$ cat config.mk
export PLATFORM = sky130hd
export DESIGN_NAME = tmds_enc_nch
export DESIGN_NICKNAME = d
export VERILOG_FILES = /design/src/rtl/tmds_enc_nch.sv
export SDC_FILE = /design/constraint.sdc
export NUM_CORES = 1
export LEC_CHECK = 0
export ABC_CLOCK_PERIOD_IN_PS = 9000
export CORE_MARGIN = 3
export CORE_UTILIZATION = 58
export CTS_CLUSTER_DIAMETER = 120
export DETAILED_ROUTE_END_ITERATION = 16
export PLACE_DENSITY = 0.88
export SLEW_MARGIN = 30
export SYNTH_ARGS = -nofsm -noshare
export SYNTH_HDL_FRONTEND = slang
export SYNTH_SLANG_ARGS = --single-unit
export TNS_END_PERCENT = 20
$ cat constraint.sdc
create_clock -name clock -period 9 [get_ports clock]
set_clock_uncertainty 0.15 [all_clocks]
set_input_delay 0.9 -clock clock [delete_from_list [all_inputs] [get_ports clock]]
set_output_delay 0.9 -clock clock [all_outputs]
set_load 0.01 [all_outputs]
$ cat src/rtl/tmds_enc_nch.sv
// N-lane TMDS encoder (DVI video/control plus HDMI guard bands and TERC4), with per-lane running disparity.
// Latency 2 clocks from input to tmds. The pipeline never stalls and applies no backpressure.
module tmds_enc_nch #(
    parameter int CHANNELS = 3,
    parameter bit HDMI_EN  = 1'b1
) (
    input  logic                   clock,
    input  logic                   reset,
    input  logic [2:0]             mode,
    input  logic [8*CHANNELS-1:0]  data,
    input  logic [2*CHANNELS-1:0]  ctrl,
    input  logic [4*CHANNELS-1:0]  aux,
    output logic [10*CHANNELS-1:0] tmds,
    output logic [5*CHANNELS-1:0]  disp
);

    localparam logic [9:0] GUARD_A = 10'b1011001100;
    localparam logic [9:0] GUARD_B = 10'b0100110011;

    function automatic logic [9:0] terc4(input logic [3:0] nib);
        logic [9:0] code;
        case (nib)
            4'd0:    code = 10'b1010011100;
            4'd1:    code = 10'b1001100011;
            4'd2:    code = 10'b1011100100;
            4'd3:    code = 10'b1011100010;
            4'd4:    code = 10'b0101110001;
            4'd5:    code = 10'b0100011110;
            4'd6:    code = 10'b0110001110;
            4'd7:    code = 10'b0100111100;
            4'd8:    code = 10'b1011001100;
            4'd9:    code = 10'b0100111001;
            4'd10:   code = 10'b0110011100;
            4'd11:   code = 10'b1011000110;
            4'd12:   code = 10'b1010001110;
            4'd13:   code = 10'b1001110001;
            4'd14:   code = 10'b0101100011;
            default: code = 10'b1011000011;
        endcase
        return code;
    endfunction

    function automatic logic [9:0] ctrl_code(input logic [1:0] c);
        logic [9:0] code;
        case (c)
            2'b00:   code = 10'b1101010100;
            2'b01:   code = 10'b0010101011;
            2'b10:   code = 10'b0101010100;
            default: code = 10'b1010101011;
        endcase
        return code;
    endfunction

    // Stage 1: input registers. s1_vld stays low for the cycle after reset so
    // that exactly two zero symbols follow a reset.
    logic                  s1_vld;
    logic [2:0]            s1_mode;
    logic [8*CHANNELS-1:0] s1_data;
    logic [2*CHANNELS-1:0] s1_ctrl;
    logic [4*CHANNELS-1:0] s1_aux;

    always_ff @(posedge clock) begin
        if (reset) begin
            s1_vld  <= 1'b0;
            s1_mode <= 3'd0;
            s1_data <= '0;
            s1_ctrl <= '0;
            s1_aux  <= '0;
        end else begin
            s1_vld  <= 1'b1;
            s1_mode <= mode;
            s1_data <= data;
            s1_ctrl <= ctrl;
            s1_aux  <= aux;
        end
    end

    logic [2:0] eff_mode;

    always_comb begin
        eff_mode = s1_mode;
        if (s1_mode > 3'd4) begin
            eff_mode = 3'd0;
        end else if (!HDMI_EN && (s1_mode >= 3'd2)) begin
            eff_mode = 3'd0;
        end
    end

    for (genvar i = 0; i < CHANNELS; i++) begin : g_lane
        localparam bit LANE_MID  = ((i % 3) == 1);
        localparam bit LANE_HEAD = ((i % 3) == 0);

        logic [7:0] d;
        logic [1:0] c;
        logic [3:0] a;
        logic [3:0] n1_d;
        logic [3:0] n1_q;
        logic       use_xnor;
        logic       prev;
        logic [7:0] q_m;
        logic       qm8;
        logic [4:0] bal;
        logic       cnt_pos;
        logic       cnt_neg;
        logic       bal_pos;
        logic       bal_neg;
        logic [9:0] vid_sym;
        logic [4:0] vid_cnt;
        logic [9:0] sym_nxt;
        logic [4:0] cnt_nxt;
        logic [9:0] sym_r;
        logic [4:0] cnt_r;

        assign d = s1_data[8*i +: 8];
        assign c = s1_ctrl[2*i +: 2];
        assign a = s1_aux[4*i +: 4];

        // Disparity arithmetic is 5-bit modular; bal = n1 - n0 = 2*n1 - 8.
        always_comb begin
            n1_d = 4'd0;
            for (int b = 0; b < 8; b++) begin
                n1_d = n1_d + {3'b000, d[b]};
            end
            use_xnor = (n1_d > 4'd4) || ((n1_d == 4'd4) && !d[0]);
            prev     = d[0];
            q_m      = 8'd0;
            q_m[0]   = d[0];
            for (int b = 1; b < 8; b++) begin
                prev   = use_xnor ? ~(prev ^ d[b]) : (prev ^ d[b]);
                q_m[b] = prev;
            end
            qm8  = !use_xnor;
            n1_q = 4'd0;
            for (int b = 0; b < 8; b++) begin
                n1_q = n1_q + {3'b000, q_m[b]};
            end
            bal     = {n1_q, 1'b0} - 5'd8;
            cnt_pos = !cnt_r[4] && (cnt_r != 5'd0);
            cnt_neg = cnt_r[4];
            bal_pos = !bal[4] && (bal != 5'd0);
            bal_neg = bal[4];

            if ((cnt_r == 5'd0) || (bal == 5'd0)) begin
                vid_sym = {~qm8, qm8, (qm8 ? q_m : ~q_m)};
                vid_cnt = qm8 ? (cnt_r + bal) : (cnt_r - bal);
            end else if ((cnt_pos && bal_pos) || (cnt_neg && bal_neg)) begin
                vid_sym = {1'b1, qm8, ~q_m};
                vid_cnt = cnt_r + {3'b000, qm8, 1'b0} - bal;
            end else begin
                vid_sym = {1'b0, qm8, q_m};
                vid_cnt = cnt_r - {3'b000, ~qm8, 1'b0} + bal;
            end

            sym_nxt = ctrl_code(c);
            cnt_nxt = 5'd0;
            case (eff_mode)
                3'd1: begin
                    sym_nxt = vid_sym;
                    cnt_nxt = vid_cnt;
                end
                3'd2:    sym_nxt = LANE_MID ? GUARD_B : GUARD_A;
                3'd3:    sym_nxt = LANE_HEAD ? terc4(a) : GUARD_B;
                3'd4:    sym_nxt = terc4(a);
                default: sym_nxt = ctrl_code(c);
            endcase
        end

        always_ff @(posedge clock) begin
            if (reset || !s1_vld) begin
                sym_r <= 10'd0;
                cnt_r <= 5'd0;
            end else begin
                sym_r <= sym_nxt;
                cnt_r <= cnt_nxt;
            end
        end

        assign tmds[10*i +: 10] = sym_r;
        assign disp[5*i +: 5]   = cnt_r;
    end

endmodule

==> run summary, run 1 <==
Status: finished, final reports clean
Post-CTS sizing: 0
Critical Path Source: s1_data[8]
Setup tns final: 0 ns
FF+latch count, synth: 106
Worst path bufs/invs: 4
Final hold slack: 0.3943 ns
List of most frequent post-synthesis cells: dfxtp_1, inv_1, ha_1
Die height: 125.7 µm
Hold bufs inserted after CTS: 0
CTS tree: built
Iter 0 DRT Violations: 459
Post-synth top area cell: dfxtp_1
Total GRT Usage: 23.39%
# IOs: 92
Clock transition at path regs: 0.07 ns
Clock tree sinks: 106
DR DRC count: 0
# rows: 43
Worst path max stage delay: 0.52 ns
Number of synthesized flops with an enable pin: 0
Syn_area_per_cell: 8.798 µm²
Dpl hpwl: 14,190 µm
Hold WC Path Type: reg -> reg
Yosys top cell area share: 25.55%
Worst Setup EP: g_lane[1].sym_r[7]
Share of layout cells above drive strength 1: 4.813%
Initial Util: 59.60%
Input/output buffers: 88
Seq/Total Area, Yosys: 25.55%
Chip width: 125.7 µm
Area Growth Syn to Fin: 15.32%
Largest net degree at the start of global routing: 54
Slew @ Worst Pin: 0.9026 ns
Area contributors post-synth: dfxtp_1, ha_1, fa_1
Register-to-Register Path Depth: 26
Routed via count: 6,582
Drt via density: 5.494
CP startpoint kind: flip-flop
Netlist cell types: 58
Wire length per cell: 15.09 µm
FFs w/ async S/R, synth: 0%
Crit path arrival time: 8.29 ns
Metal3 WL: 772 µm
Worst flop-to-flop path endpoint: g_lane[1].sym_r[7]
H-tree level count: 3
CORE AREA: 0.01393 mm²
Top routing layer in use: met4
Maxcap violations: 0
Final ANT Viol Nets: 0
Overflow left after global routing: 0
Metal2 WL: 8986 µm
Worst-case clock buffer depth: 2
Global-route wire length before repair: 30,670 µm
Pre-CTS WS: 0.8276 ns
Most frequent CP cell: fa_1
Final Cycle Share: 91.39%
R2r setup slk: 0.77 ns
Slowest cell on the critical path: fa_1
Relative slew slack: 39.68%
Delay-heaviest family, CP: adder cells
Worst R2R Start: s1_data[8]
Fin. max-slew vios: 0
Main synth FF type: dfxtp_1
GPL Wtd Cong: 0.9139
Final period demand of the worst path: 8.225 ns
RSZ-0062 raised after global routing: no
Number of antenna diodes: 0
Fmax: 0.1216 GHz
Synth warnings: 0
Post-CTS Setup Bufs: 0
Worst-path fanout max: 4
Vias in the first global route: 6,526
Fin. Hold Viols: 0
WS Path Type: reg -> reg
Root buf cell: clkbuf_16
Wire length on met1: 7867 µm
Worst Setup End Kind: flip-flop
Routed WL: 18,080 µm
Antenna violations before repair: 0
Cts bufs inserted: 9
Die area: 0.01579 mm²
Post-Synthesis Cells: 944
Post-route worst setup slack: 0.7747 ns
Final Setup Violations: 0
Clk_lat worst skew: 0.36 ns
Final nets: 1,195
DRT Pass-1 Iters: 5
Most common cell in the netlist: dfxtp_1
Data required time at the worst endpoint: 9.06 ns
Netlist Area Pre-Place: 0.008305 mm²
Cell count along the critical path: 26
[per-layer routing]
metal  GRT usage, %  vias to the layer above
met5              0                        -
met4          8.737                        0
met3          3.520                       31
met2          39.52                      180
met1          30.48                     3075
li1               -                     3296
[worst min-delay path, stage by stage (launching register included)]
cell and delay, ns:
dfxtp_1 0.31, a21oi_1 0.06, o22ai_1 0.13
[through the flow]
step                instance area, µm²  util [%]  cells
finish                            9578     68.73   1198
global route                      9578     68.73   1198
CTS                               9578     68.73   1198
detailed placement                9305     66.78   1182
global placement                  9305     66.78   1182
floorplan                         8313         -    946
[how the worst min path moves through the flow]
stage	to	startpoint	cells after the start	slack [ns]
2_1_floorplan	g_lane[0].sym_r[9]	flip-flop	2	0.32
3_3_place_gp	g_lane[0].sym_r[9]	flip-flop	2	0.37
3_5_place_dp	g_lane[0].sym_r[9]	flip-flop	2	0.38
4_1_cts	g_lane[0].sym_r[9]	flip-flop	2	0.39
5_1_grt	g_lane[0].sym_r[9]	flip-flop	2	0.43
6_report	g_lane[0].sym_r[6]	flip-flop	2	0.39
[cell families (layout without fill, tap and decap cells)]
logic type,Yosys count,after routing,synth area share [%]
and+or+nand+nor,228,228,12.96
AOI/OAI and AO/OA,226,226,16.96
buffers and inverters,142,214,6.689
adders and majority gates,135,135,23.86
DFF,106,106,25.55
xor gates and xnor gates,90,90,11.49
muxes,16,16,2.440
other,1,3,0.04515
[area by class of cell]
cell class / instances / area [µm²]
Clock buffer: 11 / 242.7
Clock inverter: 5 / 30.03
Inverter: 101 / 379.1
Fill cell: 1042 / 4357
Sequential cell: 106 / 2122
Timing Repair Buffer: 97 / 943.4
Tap cell: 180 / 225.2
Multi-Input combinational cell: 698 / 5635
[placed cells by master, fill, tap and decap left out, types with 9 or more instances in the layout]
| cell | n |
|---|---|
| or3_1 | 9 |
| nand2_1 | 70 |
| clkdlybuf4s50_1 | 87 |
| o21ai_0 | 50 |
| mux2i_1 | 9 |
| clkbuf_16 | 9 |
| a31oi_1 | 9 |
| xnor2_1 | 53 |
| nor3_1 | 10 |
| dfxtp_1 | 106 |
| inv_1 | 101 |
| a21o_1 | 15 |
| ha_1 | 96 |
| buf_4 | 9 |
| nor2b_1 | 44 |
| o22ai_1 | 39 |
| a21oi_1 | 62 |
| a21boi_0 | 9 |
| nand2b_1 | 10 |
| nor2_1 | 68 |
| xor2_1 | 25 |
| fa_1 | 39 |
Power of run 1 is not shown: default switching activity piles up to over one toggle a cycle in this logic, so the estimate is an artifact.
==> run 2: changes to the inputs <==
--- a/config.mk
+++ b/config.mk
@@ -5,12 +5,12 @@
 export SDC_FILE = /design/constraint.sdc
 export NUM_CORES = 1
 export LEC_CHECK = 0
-export ABC_CLOCK_PERIOD_IN_PS = 9000
+export ABC_CLOCK_PERIOD_IN_PS = 9200
 export CORE_MARGIN = 3
-export CORE_UTILIZATION = 58
+export CORE_UTILIZATION = 43
 export CTS_CLUSTER_DIAMETER = 120
 export DETAILED_ROUTE_END_ITERATION = 16
-export PLACE_DENSITY = 0.88
+export PLACE_DENSITY = 0.7
 export SLEW_MARGIN = 30
 export SYNTH_ARGS = -nofsm -noshare
 export SYNTH_HDL_FRONTEND = slang
==> constraint.sdc (replaced) <==
create_clock -name clock -period 9.2 [get_ports clock]
set_clock_uncertainty 0.15 [all_clocks]
set_input_delay 0.92 -clock clock [delete_from_list [all_inputs] [get_ports clock]]
set_output_delay 0.92 -clock clock [all_outputs]
set_load 0.01 [all_outputs]
==> run summary, run 2 (synthesis gave the netlist of run 1 again) <==
H-tree level count: 3 (unchanged)
Most common cell after layout, fill and taps aside: dfxtp_1
Clock transition at path regs: 0.07 ns (about the same)
Overflow left after global routing: 0 (unchanged)
Fin. Hold Viols: 0 (unchanged)
CORE AREA: 0.01883 mm² (+35%)
DRT Pass-1 Iters: 4 (-1)
Antenna violations before repair: 2 (+2)
Final Cycle Share: 91.17% (-0.23 points)
Global-route wire length before repair: 29,900 µm (-2.5%)
Worst Setup End Kind: flip-flop
Worst-case clock buffer depth: 2 (unchanged)
Worst-path fanout max: 12 (+8)
Worst R2R Start: s1_data[16]
Final period demand of the worst path: 8.387 ns (+0.1620 ns)
Hold WC Path Type: reg -> reg
CTS tree: built
Input/output buffers: 88 (unchanged)
Register-to-Register Path Depth: 26 (unchanged)
Final Setup Violations: 0 (unchanged)
Initial Util: 44.11% (-15 points)
Wire length per cell: 14.19 µm (-6.0%)
Chip width: 145.0 µm (+15%)
Final ANT Viol Nets: 0 (unchanged)
Die height: 145.0 µm (+15%)
Final nets: 1,193 (-0.17%)
Clk_lat worst skew: 0.35 ns (about the same)
RSZ-0062 raised after global routing: no
Share of layout cells above drive strength 1: 4.823% (+0.0095 points)
Delay-heaviest family, CP: adder cells
Most frequent cells in the layout: dfxtp_1, inv_1, ha_1
Cts bufs inserted: 9 (unchanged)
DR DRC count: 0 (unchanged)
Post-CTS sizing: 0 (unchanged)
CP startpoint kind: flip-flop
Routed via count: 6,407 (-2.7%)
Maxcap violations: 0 (unchanged)
# rows: 50 (+16%)
Fin. max-slew vios: 0 (unchanged)
Worst path bufs/invs: 4 (unchanged)
GPL Wtd Cong: 0.8700 (-4.8%)
Worst flop-to-flop path endpoint: g_lane[2].sym_r[1]
Iter 0 DRT Violations: 311 (-32%)
Area Growth Syn to Fin: 16.72%
Critical Path Source: s1_data[16]
Post-CTS Setup Bufs: 0 (unchanged)
Drt via density: 5.021 (-8.6%)
Number of antenna diodes: 0 (unchanged)
R2r setup slk: 0.81 ns (+0.04 ns)
Slowest cell on the critical path: fa_1
Most frequent CP cell: fa_1
Status: finished, final reports clean
Min-Delay Path Depth: 2 (unchanged)
Die area: 0.02102 mm² (+33%)
Routed WL: 18,110 µm (+0.17%)
Vias in the first global route: 6,265 (-4.0%)
Hold bufs inserted after CTS: 0 (unchanged)
Worst path max stage delay: 0.56 ns (+0.04 ns)
Largest net degree at the start of global routing: 54 (unchanged)
Setup tns final: 0 ns (unchanged)
Relative slew slack: 33.87% (-5.8 points)
Crit path arrival time: 8.44 ns (+0.15 ns)
Total GRT Usage: 17.11% (-6.3 points)
WHS Endpoint: g_lane[0].sym_r[6]
Layout fillers: 1,782 (+71%)
Dpl hpwl: 14,280 µm (+0.67%)
Data required time at the worst endpoint: 9.25 ns (+0.19 ns)
WS Path Type: reg -> reg
Clock tree sinks: 106 (unchanged)
Root buf cell: clkbuf_16
Fmax: 0.1192 GHz (-1.9%)
Slew @ Worst Pin: 0.9895 ns (+0.08697 ns)
# IOs: 92 (unchanged)
==> run 2: worst max-delay path by stage <==
stage,cells past startpoint,to
6_report,26,g_lane[2].sym_r[1]
5_1_grt,26,g_lane[2].sym_r[1]
4_1_cts,26,g_lane[2].sym_r[1]
3_5_place_dp,26,g_lane[2].sym_r[1]
3_3_place_gp,26,g_lane[2].sym_r[1]
2_1_floorplan,26,g_lane[2].sym_r[1]
==> run 2: worst reg2reg max path: cells and delay by family, from the launching register on <==
family,cells,cell delay [ns]
adders and majority gates,12,4.69
AOI/OAI and AO/OA,3,0.86
xor gates and xnor gates,3,0.70
and+or+nand+nor,3,0.68
buffers and inverters,4,0.48
DFF,1,0.40
muxes,1,0.28
==> run 2: per-layer routing <==
| layer | vias to the layer above | GRT usage, % | routed length [µm] |
|---|---|---|---|
| li1 | 3285 | - | - |
| met1 | 2981 | 21.72 | 8169 |
| met2 | 109 | 29.62 | 8859 |
| met3 | 28 | 2.467 | 615 |
| met4 | 4 | 6.318 | 443 |
| met5 | - | 0 | 23 |
==> run 2: layout make-up <==
| cell class | count | area (µm²) | area share, % |
|---|---|---|---|
| Clock buffer | 13 | 280.3 | 2.891 |
| Clock inverter | 3 | 21.27 | 0.2194 |
| Inverter | 101 | 379.1 | 3.911 |
| Multi-Input combinational cell | 698 | 5638 | 58.16 |
| Sequential cell | 106 | 2122 | 21.89 |
| Tap cell | 260 | 325.3 | 3.356 |
| Timing Repair Buffer | 95 | 928.4 | 9.577 |
==> run 2: per-stage QoR <==
step           hold slack, ns  cell area (µm²)  setup slack [ns]  std cells  util [%]
4_1_cts                0.3909             9692            0.7515       1276     51.47
3_5_place_dp           0.3699             9390            0.8009       1260     49.87
6_report               0.3917             9694            0.8127       1276     51.48
3_3_place_gp           0.3785             9390             1.038       1260     49.87
5_1_grt                0.4150             9694            0.3621       1276     51.48
2_1_floorplan          0.3155             8313             1.334        946         -
Power of run 2 is left out for the same reason.
==> run 3: changes to the inputs <==
--- a/config.mk
+++ b/config.mk
@@ -5,6 +5,7 @@
 export SDC_FILE = /design/constraint.sdc
 export NUM_CORES = 1
 export LEC_CHECK = 0
+export ABC_AREA = 1
 export ABC_CLOCK_PERIOD_IN_PS = 9200
 export CORE_MARGIN = 3
 export CORE_UTILIZATION = 43
==> run summary, run 3 <==
Slowest cell on the critical path: fa_1
DRT Pass-1 Iters: 5 (+1)
Initial Util: 44.51% (+0.40 points)
Net switching power: 1.776 mW
Relative slew slack: 53.40% (+20 points)
Status: finished, final reports clean
CTS tree: built
Clock transition at path regs: 0.07 ns (about the same)
Most common cell in the netlist: nand2_1
Sequential share of power: 14.9%
Hold WC Path Type: reg -> reg
Slew @ Worst Pin: 0.6917 ns (-0.2978 ns)
Worst Setup End Kind: flip-flop
Overflow left after global routing: 0 (unchanged)
Data required time at the worst endpoint: 9.30 ns (+0.05 ns)
Number of antenna diodes: 0 (unchanged)
Netlist cell types: 44 (-24%)
Fin. Hold Viols: 0 (unchanged)
Combinational share of power: 74.9%
Pwr dens: 375.7 mW/mm²
# IOs: 92 (unchanged)
Cts bufs inserted: 9 (unchanged)
Post-Synthesis Cells: 1,073 (+14%)
Final Setup Violations: 0 (unchanged)
Clock tree sinks: 106 (unchanged)
LEAKAGE: 4.815 nW
Worst vdd ir: 0.1729 mV
Most frequent CP cell: fa_1
CP startpoint kind: flip-flop
Layout fillers: 1,761 (-1.2%)
Post-CTS Setup Bufs: 0 (unchanged)
Iter 0 DRT Violations: 432 (+39%)
Post-route worst setup slack: 1.005 ns (+0.1927 ns)
Global-route wire length before repair: 32,320 µm (+8.1%)
Worst R2R Start: s1_data[16]
Wire length per cell: 13.80 µm (-2.7%)
Final nets: 1,339 (+12%)
Vias in the first global route: 6,733 (+7.5%)
Antenna violations before repair: 0 (-2)
Drt via density: 5.038 (+0.34%)
Most common cell after layout, fill and taps aside: nand2_1
Die area: 0.02060 mm² (-2.0%)
Final Cell Area: 0.009487 mm² (-2.1%)
Min-Delay Path Depth: 2 (unchanged)
WHS Endpoint: g_lane[0].sym_r[4]
Largest net degree at the start of global routing: 42 (-22%)
DR DRC count: 0 (unchanged)
Worst-path fanout max: 14 (+2)
Register-to-Register Path Depth: 29 (+12%)
H-tree level count: 3 (unchanged)
Fmax: 0.1220 GHz (+2.4%)
Crit path arrival time: 8.29 ns (-0.15 ns)
Clk_lat worst skew: 0.35 ns (about the same)
FFs w/ async S/R, synth: 0% (unchanged)
Total GRT Usage: 19.25% (+2.1 points)
Fin. max-slew vios: 0 (unchanged)
Final ANT Viol Nets: 0 (unchanged)
Routed via count: 6,998 (+9.2%)
Worst flop-to-flop path endpoint: g_lane[2].sym_r[3]
Main synth FF type: dfxtp_1
Worst-case clock buffer depth: 2 (unchanged)
Most frequent cells in the layout: nand2_1, inv_1, dfxtp_1
Final period demand of the worst path: 8.195 ns (-0.1927 ns)
Number of synthesized flops with an enable pin: 0 (unchanged)
Final hold slack: 0.3699 ns (-0.02184 ns)
# rows: 49 (-2.0%)
WS Path Type: reg -> reg
Post-synth top area cell: dfxtp_1
Area contributors post-synth: dfxtp_1, ha_1, fa_1
Clock power frac: 10.2%
RSZ-0062 raised after global routing: no
FF+latch count, synth: 106 (unchanged)
Die height: 143.5 µm (-1.0%)
Net Sw Frac: 49.82%
Input/output buffers: 88 (unchanged)
CORE AREA: 0.01827 mm² (-3.0%)
Worst path max stage delay: 0.54 ns (-0.02 ns)
GPL Wtd Cong: 0.9382 (+7.8%)
Placed Area: 0.009223 mm² (-1.8%)
Setup tns final: 0 ns (unchanged)
Final Cycle Share: 89.07% (-2.1 points)
Yosys top cell area share: 26.10% (+0.55 points)
Share of layout cells above drive strength 1: 6.121% (+1.3 points)
Root buf cell: clkbuf_16
Int Power: 1.788 mW
Hold bufs inserted after CTS: 0 (unchanged)
Post-CTS sizing: 0 (unchanged)
Seq/Total Area, Yosys: 26.10% (+0.55 points)
List of most frequent post-synthesis cells: nand2_1, inv_1, dfxtp_1
Syn_area_per_cell: 7.578 µm² (-14%)
Dpl hpwl: 15,650 µm (+9.6%)
R2r setup slk: 1.01 ns (+0.19 ns)
Synth warnings: 0 (unchanged)
Chip width: 143.5 µm (-1.0%)
Netlist Area Pre-Place: 0.008132 mm² (-2.1%)
Area Growth Syn to Fin: 16.66% (about the same)
Pre-CTS WS: 1.108 ns (+0.3069 ns)
Routed WL: 19,180 µm (+5.9%)
Maxcap violations: 0 (unchanged)
-- run 3: cell types whose count changed after synthesis, sizes merged, moves of 20 or more --
cell | previous run | this run
nor2b | 44 | 0
nand3 | 5 | 67
inv | 101 | 202
xnor2 | 58 | 14
nand2 | 70 | 222
o22ai | 39 | 3
nor2 | 68 | 88
clkbuf | 32 | 10
-- run 3: final cells by class --
type	count	area (µm²)	area share (%)
Clock buffer	9	225.2	2.374
Clock inverter	5	38.79	0.4089
Inverter	207	777.0	8.190
Multi-Input combinational cell	743	5141	54.19
Sequential cell	106	2122	22.37
Tap cell	229	286.5	3.020
Timing Repair Buffer	90	895.9	9.443
-- run 3: worst max path at each step --
stage | from | endpoint | slack, ns
2_1_floorplan | s1_data[11] | g_lane[1].sym_r[3] | 1.94
3_3_place_gp | s1_data[16] | g_lane[2].sym_r[3] | 1.22
3_5_place_dp | s1_data[16] | g_lane[2].sym_r[3] | 1.11
4_1_cts | s1_data[16] | g_lane[2].sym_r[3] | 1.09
5_1_grt | s1_data[16] | g_lane[2].sym_r[3] | 0.46
6_report | s1_data[16] | g_lane[2].sym_r[3] | 1.01
-- run 3: cells by family (layout without fill, tap and decap cells) --
family                     Yosys count  in the layout  synth area share (%)
AOI/OAI and AO/OA                  177            177                 12.79
xor gates and xnor gates            37             37                 4.078
adders and majority gates          135            135                 24.37
buffers and inverters              226            311                 10.83
DFF                                106            106                 26.10
other                                1              3               0.04612
and+or+nand+nor                    391            391                 21.79
-- run 3: worst max-delay path: cells and delay by family (launching register included) --
family,cells,cell delay (ns)
DFF,1,0.45
xor gates and xnor gates,1,0.14
buffers and inverters,7,0.83
AOI/OAI and AO/OA,3,0.75
adders and majority gates,12,4.63
and+or+nand+nor,6,1.14
-- run 3: per-stage QoR --
stage / instances / utilization, % / power, mW
finish: 1389 / 51.92 / 3.564
global route: 1389 / 51.92 / 4.006
CTS: 1389 / 51.92 / 3.575
detailed placement: 1375 / 50.48 / 3.176
global placement: 1375 / 50.48 / 3.127
floorplan: 1075 / - / 2.599
-- run 3: power by group through the flow --
stage	Sequential, mW	Combinational (mW)	Clock, mW
2_1_floorplan	0.541	2.06	0
5_1_grt	0.536	3.08	0.394
3_5_place_dp	0.542	2.63	0
4_1_cts	0.531	2.67	0.373
6_report	0.531	2.67	0.362
3_3_place_gp	0.541	2.59	0
-- run 3: routing by layer --
layer | up-vias | track usage, % | wire length, µm
li1 | 3579 | - | -
met1 | 3197 | 26.87 | 9012
met2 | 188 | 30.79 | 8690
met3 | 34 | 2.729 | 984
met4 | 0 | 6.343 | 486
met5 | - | 0 | 0
No activity file was read; power rests on OpenSTA's default activity.
